==> src/rtl/sos_cascade_sequencer.sv <==
// Sequencer and coefficient manager for a cascade of second-order IIR sections.
// One sample is accepted per handshake and held on the cascade input for a settle
// time. A single-cycle enable then advances every section's delay line once, and
// the cascade response is returned on an output handshake. Coefficients are
// staged in a shadow bank and copied to the active bank only while idle.
module sos_cascade_sequencer #(
  parameter int IIR_WD     = 32,
  parameter int COF_WD     = 32,
  parameter int NUM_SOS    = 4,
  parameter int COEF_FRAC  = 20,
  parameter int SETTLE_CYC = 2
) (
  input  logic                          clk_i,
  input  logic                          rst_ni,
  input  logic                          s_valid_i,
  output logic                          s_ready_o,
  input  logic [IIR_WD-1:0]             s_sample_i,
  output logic [IIR_WD-1:0]             casc_sample_o,
  input  logic [IIR_WD-1:0]             casc_resp_i,
  output logic                          sos_en_o,
  output logic                          m_valid_o,
  input  logic                          m_ready_i,
  output logic [IIR_WD-1:0]             m_resp_o,
  input  logic                          cfg_we_i,
  input  logic [3:0]                    cfg_sec_i,
  input  logic [2:0]                    cfg_idx_i,
  input  logic [COF_WD-1:0]             cfg_data_i,
  input  logic                          cfg_commit_i,
  output logic                          cfg_pending_o,
  output logic [NUM_SOS*5*COF_WD-1:0]   coeff_o
);

  localparam int CNT_W = (SETTLE_CYC > 1) ? $clog2(SETTLE_CYC) : 1;

  typedef enum logic [1:0] {
    IDLE   = 2'd0,
    SETTLE = 2'd1,
    FIRE   = 2'd2,
    OUT    = 2'd3
  } state_t;

  state_t             state_reg, state_next;
  logic [CNT_W-1:0]   settle_cnt_reg;
  logic [IIR_WD-1:0]  casc_sample_reg;
  logic [IIR_WD-1:0]  m_resp_reg;
  logic               pending_reg;
  logic               accept;
  logic               copy_en;

  assign casc_sample_o = casc_sample_reg;
  assign m_resp_o      = m_resp_reg;
  assign cfg_pending_o = pending_reg;

  // State register
  always_ff @(posedge clk_i or negedge rst_ni) begin
    if (!rst_ni) begin
      state_reg <= IDLE;
    end else begin
      state_reg <= state_next;
    end
  end

  // Next-state and handshake/enable decode; a pending commit blocks acceptance
  always_comb begin
    state_next = state_reg;
    s_ready_o  = 1'b0;
    sos_en_o   = 1'b0;
    m_valid_o  = 1'b0;
    accept     = 1'b0;
    copy_en    = 1'b0;
    case (state_reg)
      IDLE: begin
        s_ready_o = !pending_reg;
        if (pending_reg) begin
          copy_en = 1'b1;
        end else if (s_valid_i) begin
          accept     = 1'b1;
          state_next = SETTLE;
        end
      end
      SETTLE: begin
        if (settle_cnt_reg == '0) begin
          state_next = FIRE;
        end
      end
      FIRE: begin
        sos_en_o   = 1'b1;
        state_next = OUT;
      end
      OUT: begin
        m_valid_o = 1'b1;
        if (m_ready_i) begin
          state_next = IDLE;
        end
      end
      default: begin
        state_next = IDLE;
      end
    endcase
  end

  // Settle counter: loaded on accept, counts down while settling
  always_ff @(posedge clk_i or negedge rst_ni) begin
    if (!rst_ni) begin
      settle_cnt_reg <= '0;
    end else if (accept) begin
      settle_cnt_reg <= CNT_W'(SETTLE_CYC - 1);
    end else if (state_reg == SETTLE && settle_cnt_reg != '0) begin
      settle_cnt_reg <= settle_cnt_reg - 1'b1;
    end
  end

  // Cascade input is only updated on the accepting edge
  always_ff @(posedge clk_i or negedge rst_ni) begin
    if (!rst_ni) begin
      casc_sample_reg <= '0;
    end else if (accept) begin
      casc_sample_reg <= s_sample_i;
    end
  end

  // Capture the cascade response as the delay lines advance
  always_ff @(posedge clk_i or negedge rst_ni) begin
    if (!rst_ni) begin
      m_resp_reg <= '0;
    end else if (state_reg == FIRE) begin
      m_resp_reg <= casc_resp_i;
    end
  end

  // Commit request: a request arriving on the copy cycle stays pending
  always_ff @(posedge clk_i or negedge rst_ni) begin
    if (!rst_ni) begin
      pending_reg <= 1'b0;
    end else if (copy_en) begin
      pending_reg <= cfg_commit_i;
    end else begin
      pending_reg <= pending_reg | cfg_commit_i;
    end
  end

  // One shadow/active register pair per coefficient slot
  generate
    for (genvar gi = 0; gi < NUM_SOS * 5; gi++) begin : g_coef
      localparam int SEC = gi / 5;
      localparam int IDX = gi % 5;
      localparam logic [COF_WD-1:0] RST_VAL =
        (IDX == 0) ? (COF_WD'(1) << COEF_FRAC) : '0;

      logic [COF_WD-1:0] shadow_reg;
      logic [COF_WD-1:0] active_reg;
      logic              wr_hit;

      // Out-of-range section/index values never match any slot
      assign wr_hit = cfg_we_i && (cfg_sec_i == 4'(SEC)) && (cfg_idx_i == 3'(IDX));

      // Shadow slot written in any state
      always_ff @(posedge clk_i or negedge rst_ni) begin
        if (!rst_ni) begin
          shadow_reg <= RST_VAL;
        end else if (wr_hit) begin
          shadow_reg <= cfg_data_i;
        end
      end

      // Active slot takes the pre-write shadow value on the copy cycle
      always_ff @(posedge clk_i or negedge rst_ni) begin
        if (!rst_ni) begin
          active_reg <= RST_VAL;
        end else if (copy_en) begin
          active_reg <= shadow_reg;
        end
      end

      assign coeff_o[gi*COF_WD +: COF_WD] = active_reg;
    end
  endgenerate

endmodule

==> config.mk <==
export PLATFORM = sky130hd
export DESIGN_NAME = sos_cascade_sequencer
export DESIGN_NICKNAME = d
export VERILOG_FILES = /design/src/rtl/sos_cascade_sequencer.sv
export SDC_FILE = /design/constraint.sdc
export NUM_CORES = 1
export LEC_CHECK = 0
export CELL_PAD_IN_SITES_DETAIL_PLACEMENT = 1
export CELL_PAD_IN_SITES_GLOBAL_PLACEMENT = 1
export CORE_ASPECT_RATIO = 1.75
export CORE_MARGIN = 1
export CORE_UTILIZATION = 45
export DETAILED_ROUTE_END_ITERATION = 10
export PLACE_DENSITY_LB_ADDON = 0.05
export SLEW_MARGIN = 20
export SYNTH_ARGS = -nofsm -noshare
export SYNTH_HDL_FRONTEND = slang
export SYNTH_SLANG_ARGS = --single-unit
export TNS_END_PERCENT = 5
==> constraint.sdc <==
create_clock -name clk_i -period 2.4 [get_ports clk_i]
set_clock_uncertainty 0.1 [all_clocks]
set_input_delay 0.36 -clock clk_i [delete_from_list [all_inputs] [get_ports clk_i]]
set_output_delay 0.36 -clock clk_i [all_outputs]
set_load 0.05 [all_outputs]
Yosys cells after proc, flatten, opt, wreduce, memory -nomap -nowiden:

Cells that the tools add are included.

* bits in registers: 1348
* word-level logic and storage cells: 108
* output and inout port bits: 708
* input port bits: 109

* add/subtract/negate cells: 1
* muxes and demuxes: 16
* equal/unequal tests: 14
* bitwise gates (word level): 1
* reductions and logical operators: 31

Operators by type and width (count)
* $logic_and 1x1->1: 25
* $mux 1: 11
* $eq 4x2->1 const B: 2
* $mux 2: 4
* $ne 2x2->1 const B: 4
* $pmux 2 s4: 1
* $eq 3x2->1 const B: 2
* $eq 2x2->1 const B: 2
* $eq 4x1->1 const B: 1
* $logic_not 4->1: 1
* $reduce_and 4->1: 1
* $eq 3x1->1 const B: 1
* $eq 3x3->1 const B: 1
* $logic_not 3->1: 1
* $eq 2x1->1 const B: 1
* $logic_not 2->1: 1
* $reduce_bool 2->1: 1
* $logic_not 1->1: 1
* $or 1x1->1: 1
* $sub 1x1->1 const B: 1

Logic depth before layout (Yosys ltp):

Gate-level depths: netlist of run 1.

* word-level depth: 4
* gate-level depth with buffers: 7
* depth with buffers taken out: 5

Worst setup path before layout of run 1:

No wires, ideal clock.

* kind: reg2reg
* from: register state_reg[0]
* to: register casc_sample_reg[10], in the netlist casc_sample_o[10]
* period minus slack after synthesis: 2510 ps
* setup slack: -110 ps
* cell stages (with the launch flop): 7
* required time: 2175 ps
* arrival: 2285 ps
* library setup time: 125 ps
* buffers on the path: 1
* path through: dfrtp_1 > inv_1 > ha_1 > nor2b_1 > nand2_1 > buf_1 > mux2_2

* cells in the longest elaborated chain, start to end: 2

Ends and longest elaborated chain
* from (decl): line 42 `state_t state_reg, state_next;`
* from (signal assigned): line 59 `state_reg <= state_next;`
* $logic_not 2->1: line 71 `case (state_reg)`
* $mux 1: line 71
* to (signal assigned): line 118 `casc_sample_reg <= s_sample_i;`
* to (decl): line 44 `logic [IIR_WD-1:0] casc_sample_reg;`

No other way between the ends.
A chain may end at the register's enable or synchronous reset.

Worst setup path after layout of run 1:

* from: register g_coef[0].active_reg[23]
* to: output port coeff_o[23]

RTL lines
* from (decl): line 151 `logic [COF_WD-1:0] active_reg;`
* from (signal assigned): line 171 `active_reg <= shadow_reg;`
* to (decl): line 30 `output logic [NUM_SOS*5*COF_WD-1:0] coeff_o`

No word-level cell between the ends.

==> impl_metrics.py, run 1 <==
metrics = {
    "clocking": {
        "clk_pin_slew_ns": 0.07,
        "post-cts-setup-buffers": 0,
        "insertion_delay_ns": 0.72,
        "h-tree-depth": 3,
        "cts_sinks": 1348,
        "root_buffer": "clkbuf_16",
        "cts_made_buffers": 119,
        "cts_tree": "built",
        "clockBufferDepth": 3,
    },
    "detailed_routing": {
        "wl_per_cell_um": 27.18,
        "wl_um": 147400,
        "num_vias": 28600,
        "drt_iter0_drc": 1088,
        "drc": 0,
        "antenna_left": 0,
        "via_per_inst": 5.272,
        "dr.pass1.iters": 5,
    },
    "floorplanning": {
        "initial_core_util_pct": 45.30,
        "io_pins": 817,
        "die_h_um": 444.4,
        "die_w_um": 254.8,
        "core_um2": 111100,
        "dieArea_um2": 113200,
        "num_rows": 162,
    },
    "worst_setup_path": {
        "crit_cells": 1,
        "path_max_fanout": 2,
        "required_ns": 1.94,
        "r2r_setup_slack_ns": 0.26,
        "end_kind": "output pin",
        "critPathBufInv": 1,
        "reg2reg_depth": 6,
        "cp_cell_sequence": "clkdlybuf4s50_1",
        "critPathTopFamily": "buffers and inverters",
        "cp.arrival_ns": 1.88,
        "slowest_stage": "clkdlybuf4s50_1",
        "max_stage_delay_ns": 0.81,
        "path_class": "register to output pin",
        "setup.worst_path.start_class": "register",
    },
    "sta": {
        "finalSetupViolCount": 0,
        "fin_hold_ws_ns": 0.09839,
        "finalCritPeriodShare_pct": 97.36,
        "worstMarginPinSlew_ns": 0.7430,
        "hold_viol_final": 0,
        "rsz0062_at_grt": "false",
        "tns_ns": 0,
        "fmax_ghz": 0.4280,
        "maxSlewHeadroom_pct": 49.76,
        "drv_slew": 0,
        "finalCriticalPeriod_ns": 2.337,
    },
    "layout": {
        "nets": 3959,
        "fill_cells": 10400,
        "drive_gt1_share_pct": 44.07,
        "fin_area_um2": 64990,
        "layout_common_cells": "dfrtp_1 (1340), mux2_2 (1317), dlygate4sd2_1 (648), clkdlybuf4s50_1 (140), clkbuf_16 (119)",
        "final-instance-count-excl-fill": 5424,
        "layout_commonest_cell": "dfrtp_1",
        "syn2layout_area_growth_pct": 29.16,
    },
    "global_route": {
        "grt_pass1_vias": 33000,
        "antenna_found_initial": 6,
        "grt_pass1_wl_um": 222600,
        "grtUsageTotal_pct": 26.71,
        "grt-ovfl-total": 0,
        "grt_max_degree": 120,
    },
    "place": {
        "dp_cells": 5198,
        "gp_congestion": 0.7890,
        "port-buffer-count": 816,
        "hpwl_um": 100800,
        "dpl_cell_area_um2": 61340,
    },
    "yosys": {
        "syn_nets": 3066,
        "ys_warn_count": 0,
        "synthesis.area_um2": 50320,
        "synthCells": 2952,
        "synth_cell_type_count": 33,
        "ys_seq_area_share_pct": 67.06,
        "synth_seq_cells": 1348,
        "syn_area_per_cell_um2": 17.05,
    },
    "outcome": {
        "outcome": "finished clean",
    },
    "job": {
        "maxCapViolCount": 0,
    },
    "pwr": {
        "leakage_nw": 34.94,
        "ir_drop_uv": 935.4,
        "p_per_area_nw_per_um2": 1427,
    },
    "hold_path": {
        "hp-class": "primary input to async pin",
    },
}
-- stage by stage --
step	total power, mW	utilization, %	setup slack [ns]
finish	92.72	58.51	0.06333
global route	96.26	58.51	0.0004203
CTS	93.70	58.47	-0.09274
detailed placement	75.57	55.22	-0.6818
global placement	74.51	55.22	-0.6017
floorplan	58.73	-	0.2189
-- cells in the mapped netlist, drive strengths merged --
cell type	instances	area, um^2
mux2	1345	15150
and4	1	8.760
and2b	2	15.01
inv	4	15.01
or4b	1	10.01
nand4b	4	80.08
nand4	7	65.06
clkbuf	96	361.6
buf	112	604.3
ha	5	62.56
o2111ai	1	8.760
a21o	1	7.510
o21ai	1	5.000
nor4bb	1	10.01
dfrtp	1340	33530
nor2b	2	12.51
nor4b	3	41.29
nand2b	1	6.260
nand3	6	60.06
mux2i	1	10.01
nand2	5	18.77
dfstp	8	210.2
nor2	5	28.77
-- repair_timing --
action | CTS | global route
hold buffers | 1 | 0
endpoints found under the setup margin | 651 | 42
gates resized for setup | 657 | 15
hold endpoints to repair | 733 | 0
gates cloned | 1 | 0
-- routing by layer --
| metal | vias up | global-route usage (%) | wire length, um |
|---|---|---|---|
| li1 | 12150 | - | - |
| met1 | 15460 | 33.28 | 58140 |
| met2 | 804 | 43.88 | 72970 |
| met3 | 179 | 8.642 | 12300 |
| met4 | 0 | 8.307 | 4043 |
| met5 | - | 0 | 0 |
-- power breakdown --
group	internal [mW]	leakage (nW)	total [mW]	switching, mW
registers	28.7	18.2	32.4	3.65
clock network	12.4	2.14	21.0	8.66
logic	11.9	14.6	39.3	27.5
total	52.9	34.9	92.7	39.8
-- final timing paths --
path                                                       from                               endpoint
setup / recovery           g_coef[0].active_reg[23]$_DFFE_PN0P_                            coeff_o[23]
hold / removal                                           rst_ni   g_coef[10].shadow_reg[3]$_DFFE_PN0P_
setup reg to reg                       state_reg[1]$_DFFE_PN0P_  g_coef[12].active_reg[14]$_DFFE_PN0P_
hold reg to reg            g_coef[17].shadow_reg[9]$_DFFE_PN0P_   g_coef[17].shadow_reg[9]$_DFFE_PN0P_
max in group asynchronous                                rst_ni  g_coef[19].active_reg[28]$_DFFE_PN0P_
min in group clk_i                                 cfg_commit_i                cfg_pending_o$_DFF_PN0_
-- logic make-up after synthesis --
group | after synthesis | synth area share, %
compound gates | 3 | 0.04227
fa+ha+maj | 5 | 0.1243
buf+inv | 212 | 1.949
flops | 1348 | 67.06
mux | 1346 | 30.12
simple gates | 38 | 0.7087
-- layout make-up --
class	count	area (um^2)	area share (%)
Clock buffer	166	3475	5.346
Multi-Input combinational cell	1392	15650	24.08
Tap cell	1476	1847	2.841
Clock inverter	56	878.3	1.351
Timing Repair Buffer	980	9384	14.44
Sequential cell	1348	33740	51.92
Antenna cell	2	5.005	0.007700
Inverter	4	15.01	0.02310
(Power assumes the default switching activity.)
==> inputs of run 2 (changes only) <==
- CTS_CLUSTER_SIZE: default -> 10
==> run 2 against run 1 <==
Critical path depth did not move. Sequential cell count unchanged. Worst hold slack worse by 0.014 ns. Total power down 0.39%. Clock-buffer cell count is 29 higher. Register-to-register slack gained 0.06 ns. Clock power about the same. Critical path type unchanged. Largest power group unchanged. Highest routed layer unchanged.
==> impl_metrics.py, run 2 (same netlist as run 1, synthesis figures left out) <==
metrics = {
    "layout": {
        "syn2layout_area_growth_pct": 28.81,
        "final-instance-count-excl-fill": 5404,
        "layout_commonest_cell": "dfrtp_1",
        "fill_cells": 10370,
        "multi_input_area_um2": 15650,
        "utilization_pct": 58.35,
        "drive_gt1_share_pct": 43.34,
        "nets": 3993,
        "register_area_um2": 33740,
        "layout_common_cells": "dfrtp_1 (1340), mux2_2 (1317), dlygate4sd2_1 (692), clkbuf_16 (161), buf_4 (115)",
    },
    "sta": {
        "fmax_ghz": 0.4364,
        "worstMarginPinSlew_ns": 0.8387,
        "hold_viol_final": 0,
        "maxSlewHeadroom_pct": 43.30,
        "finalCriticalPeriod_ns": 2.291,
        "rsz0062_at_grt": "false",
        "drv_slew": 0,
        "finalCritPeriodShare_pct": 95.47,
        "fin_hold_ws_ns": 0.08484,
        "finalSetupViolCount": 0,
    },
    "pwr": {
        "p_comb_share_pct": 42.4,
        "switchingPower_mw": 39.96,
        "leakage_nw": 34.88,
        "seq_power_share_pct": 35.1,
        "intPower_mw": 52.41,
        "switching_share_pct": 43.26,
        "ir_drop_uv": 851.8,
        "p_per_area_nw_per_um2": 1425,
        "clkPwrFrac_pct": 22.5,
    },
    "worst_setup_path": {
        "critPathTopFamily": "buffers and inverters",
        "path_max_fanout": 2,
        "setup.worst_path.start_class": "register",
        "slowest_stage": "dlygate4sd2_1",
        "max_stage_delay_ns": 0.55,
        "required_ns": 1.94,
        "r2r-end": "g_coef[11].active_reg[28]$_DFFE_PN0P_",
        "cp.arrival_ns": 1.83,
        "reg2reg_depth": 6,
        "end_kind": "output pin",
        "r2r_start": "state_reg[1]$_DFFE_PN0P_",
        "r2r_setup_slack_ns": 0.32,
        "cp_cell_sequence": "dlygate4sd2_1",
        "critPathBufInv": 1,
        "path_class": "register to output pin",
    },
    "detailed_routing": {
        "wl_per_cell_um": 27.67,
        "wl_um": 149500,
        "drc": 0,
        "num_vias": 28730,
        "antenna_left": 0,
        "dr.pass1.iters": 4,
        "via_per_inst": 5.316,
        "drt_iter0_drc": 933,
    },
    "job": {
        "maxCapViolCount": 0,
    },
    "global_route": {
        "antenna_found_initial": 5,
        "grtUsageTotal_pct": 27.22,
        "grt-ovfl-total": 0,
        "grt_pass1_wl_um": 225400,
        "grt_pass1_vias": 33410,
        "grt_max_degree": 120,
    },
    "clocking": {
        "clk_pin_slew_ns": 0.05,
        "clockBufferDepth": 3,
        "cts_sinks": 1348,
        "cts_tree": "built",
        "root_buffer": "clkbuf_16",
        "cts_made_buffers": 153,
        "h-tree-depth": 4,
        "insertion_delay_ns": 0.76,
        "post-cts-setup-buffers": 0,
    },
    "floorplanning": {
        "num_rows": 162,
        "die_w_um": 254.8,
        "io_pins": 817,
        "core_um2": 111100,
        "initial_core_util_pct": 45.30,
        "die_h_um": 444.4,
        "dieArea_um2": 113200,
    },
    "place": {
        "gp_congestion": 0.7890,
        "dp_cells": 5198,
        "hpwl_um": 100800,
        "port-buffer-count": 816,
    },
    "hold_path": {
        "hp-class": "primary input to async pin",
    },
    "outcome": {
        "outcome": "finished clean",
    },
}
## run 2: changes by cell type in the layout (fill, tap and decap cells not counted), moves of 5 or more
cell,delta
clkbuf_8,-31
clkinv_2,-22
bufinv_16,-21
clkinvlp_4,-5
dlymetal6s2s_1,-10
clkbuf_16,+42
dlygate4sd2_1,+44
clkdlybuf4s50_1,-34
clkbuf_1,+18
## run 2: final cells by class
| cell class | count | area share (%) |
|---|---|---|
| Timing Repair Buffer | 980 | 14.35 |
| Tap cell | 1476 | 2.849 |
| Clock buffer | 195 | 6.428 |
| Clock inverter | 8 | 0.1313 |
| Antenna cell | 1 | 0.003861 |
| Sequential cell | 1348 | 52.06 |
| Multi-Input combinational cell | 1392 | 24.15 |
| Inverter | 4 | 0.02316 |
## run 2: power groups by stage
stage	Clock (mW)	Sequential, mW	Combinational, mW
5_1_grt	22.1	33.1	40.7
3_3_place_gp	0	32.5	42.1
6_report	20.8	32.4	39.2
3_5_place_dp	0	32.9	42.7
4_1_cts	21.3	32.4	39.6
2_1_floorplan	0	49.6	9.15
## run 2: how the worst max path moves through the flow
stage,endpoint,start,cells after the start,slack [ns]
after global placement,g_coef[19].shadow_reg[27]$_DFFE_PN0P_,cfg_sec_i[1],5,-0.60
final,coeff_o[500],g_coef[15].active_reg[20]$_DFFE_PN1P_,1,0.11
after global routing,s_ready_o,state_reg[0]$_DFFE_PN0P_,4,0.002
after floorplan,casc_sample_o[10]$_DFFE_PN0P_,state_reg[0]$_DFFE_PN0P_,6,0.22
after CTS,s_ready_o,state_reg[1]$_DFFE_PN0P_,4,0.02
after detailed placement,g_coef[19].shadow_reg[25]$_DFFE_PN0P_,cfg_sec_i[1],5,-0.68
## run 2: layer usage
metal / part of all wire (%) / vias to the layer above / global-route usage (%)
met1: 39 / 15490 / 33.26
li1: - / 12150 / -
met3: 8.5 / 229 / 9.684
met4: 3.1 / 0 / 8.687
met2: 49 / 862 / 44.69
met5: 0 / - / 0
## run 2: metrics by stage
step / setup WS, ns / total power [mW] / area, um^2 / TNS, ns
after detailed placement: -0.6818 / 75.57 / 61340 / -170.30
final: 0.1088 / 92.37 / 64820 / 0
after global placement: -0.6017 / 74.51 / 61340 / -134.47
after global routing: 0.001698 / 95.92 / 64810 / 0
after CTS: 0.02247 / 93.33 / 64810 / 0
after floorplan: 0.2189 / 58.73 / 50320 / 0
## run 2: what timing repair did
action | 4_1_cts | 5_1_grt
hold buffers | 1 | 0
endpoints found under the hold margin | 858 | 0
endpoints found under the setup margin | 695 | 26
cloned | 1 | 0
gates resized for setup | 704 | 2
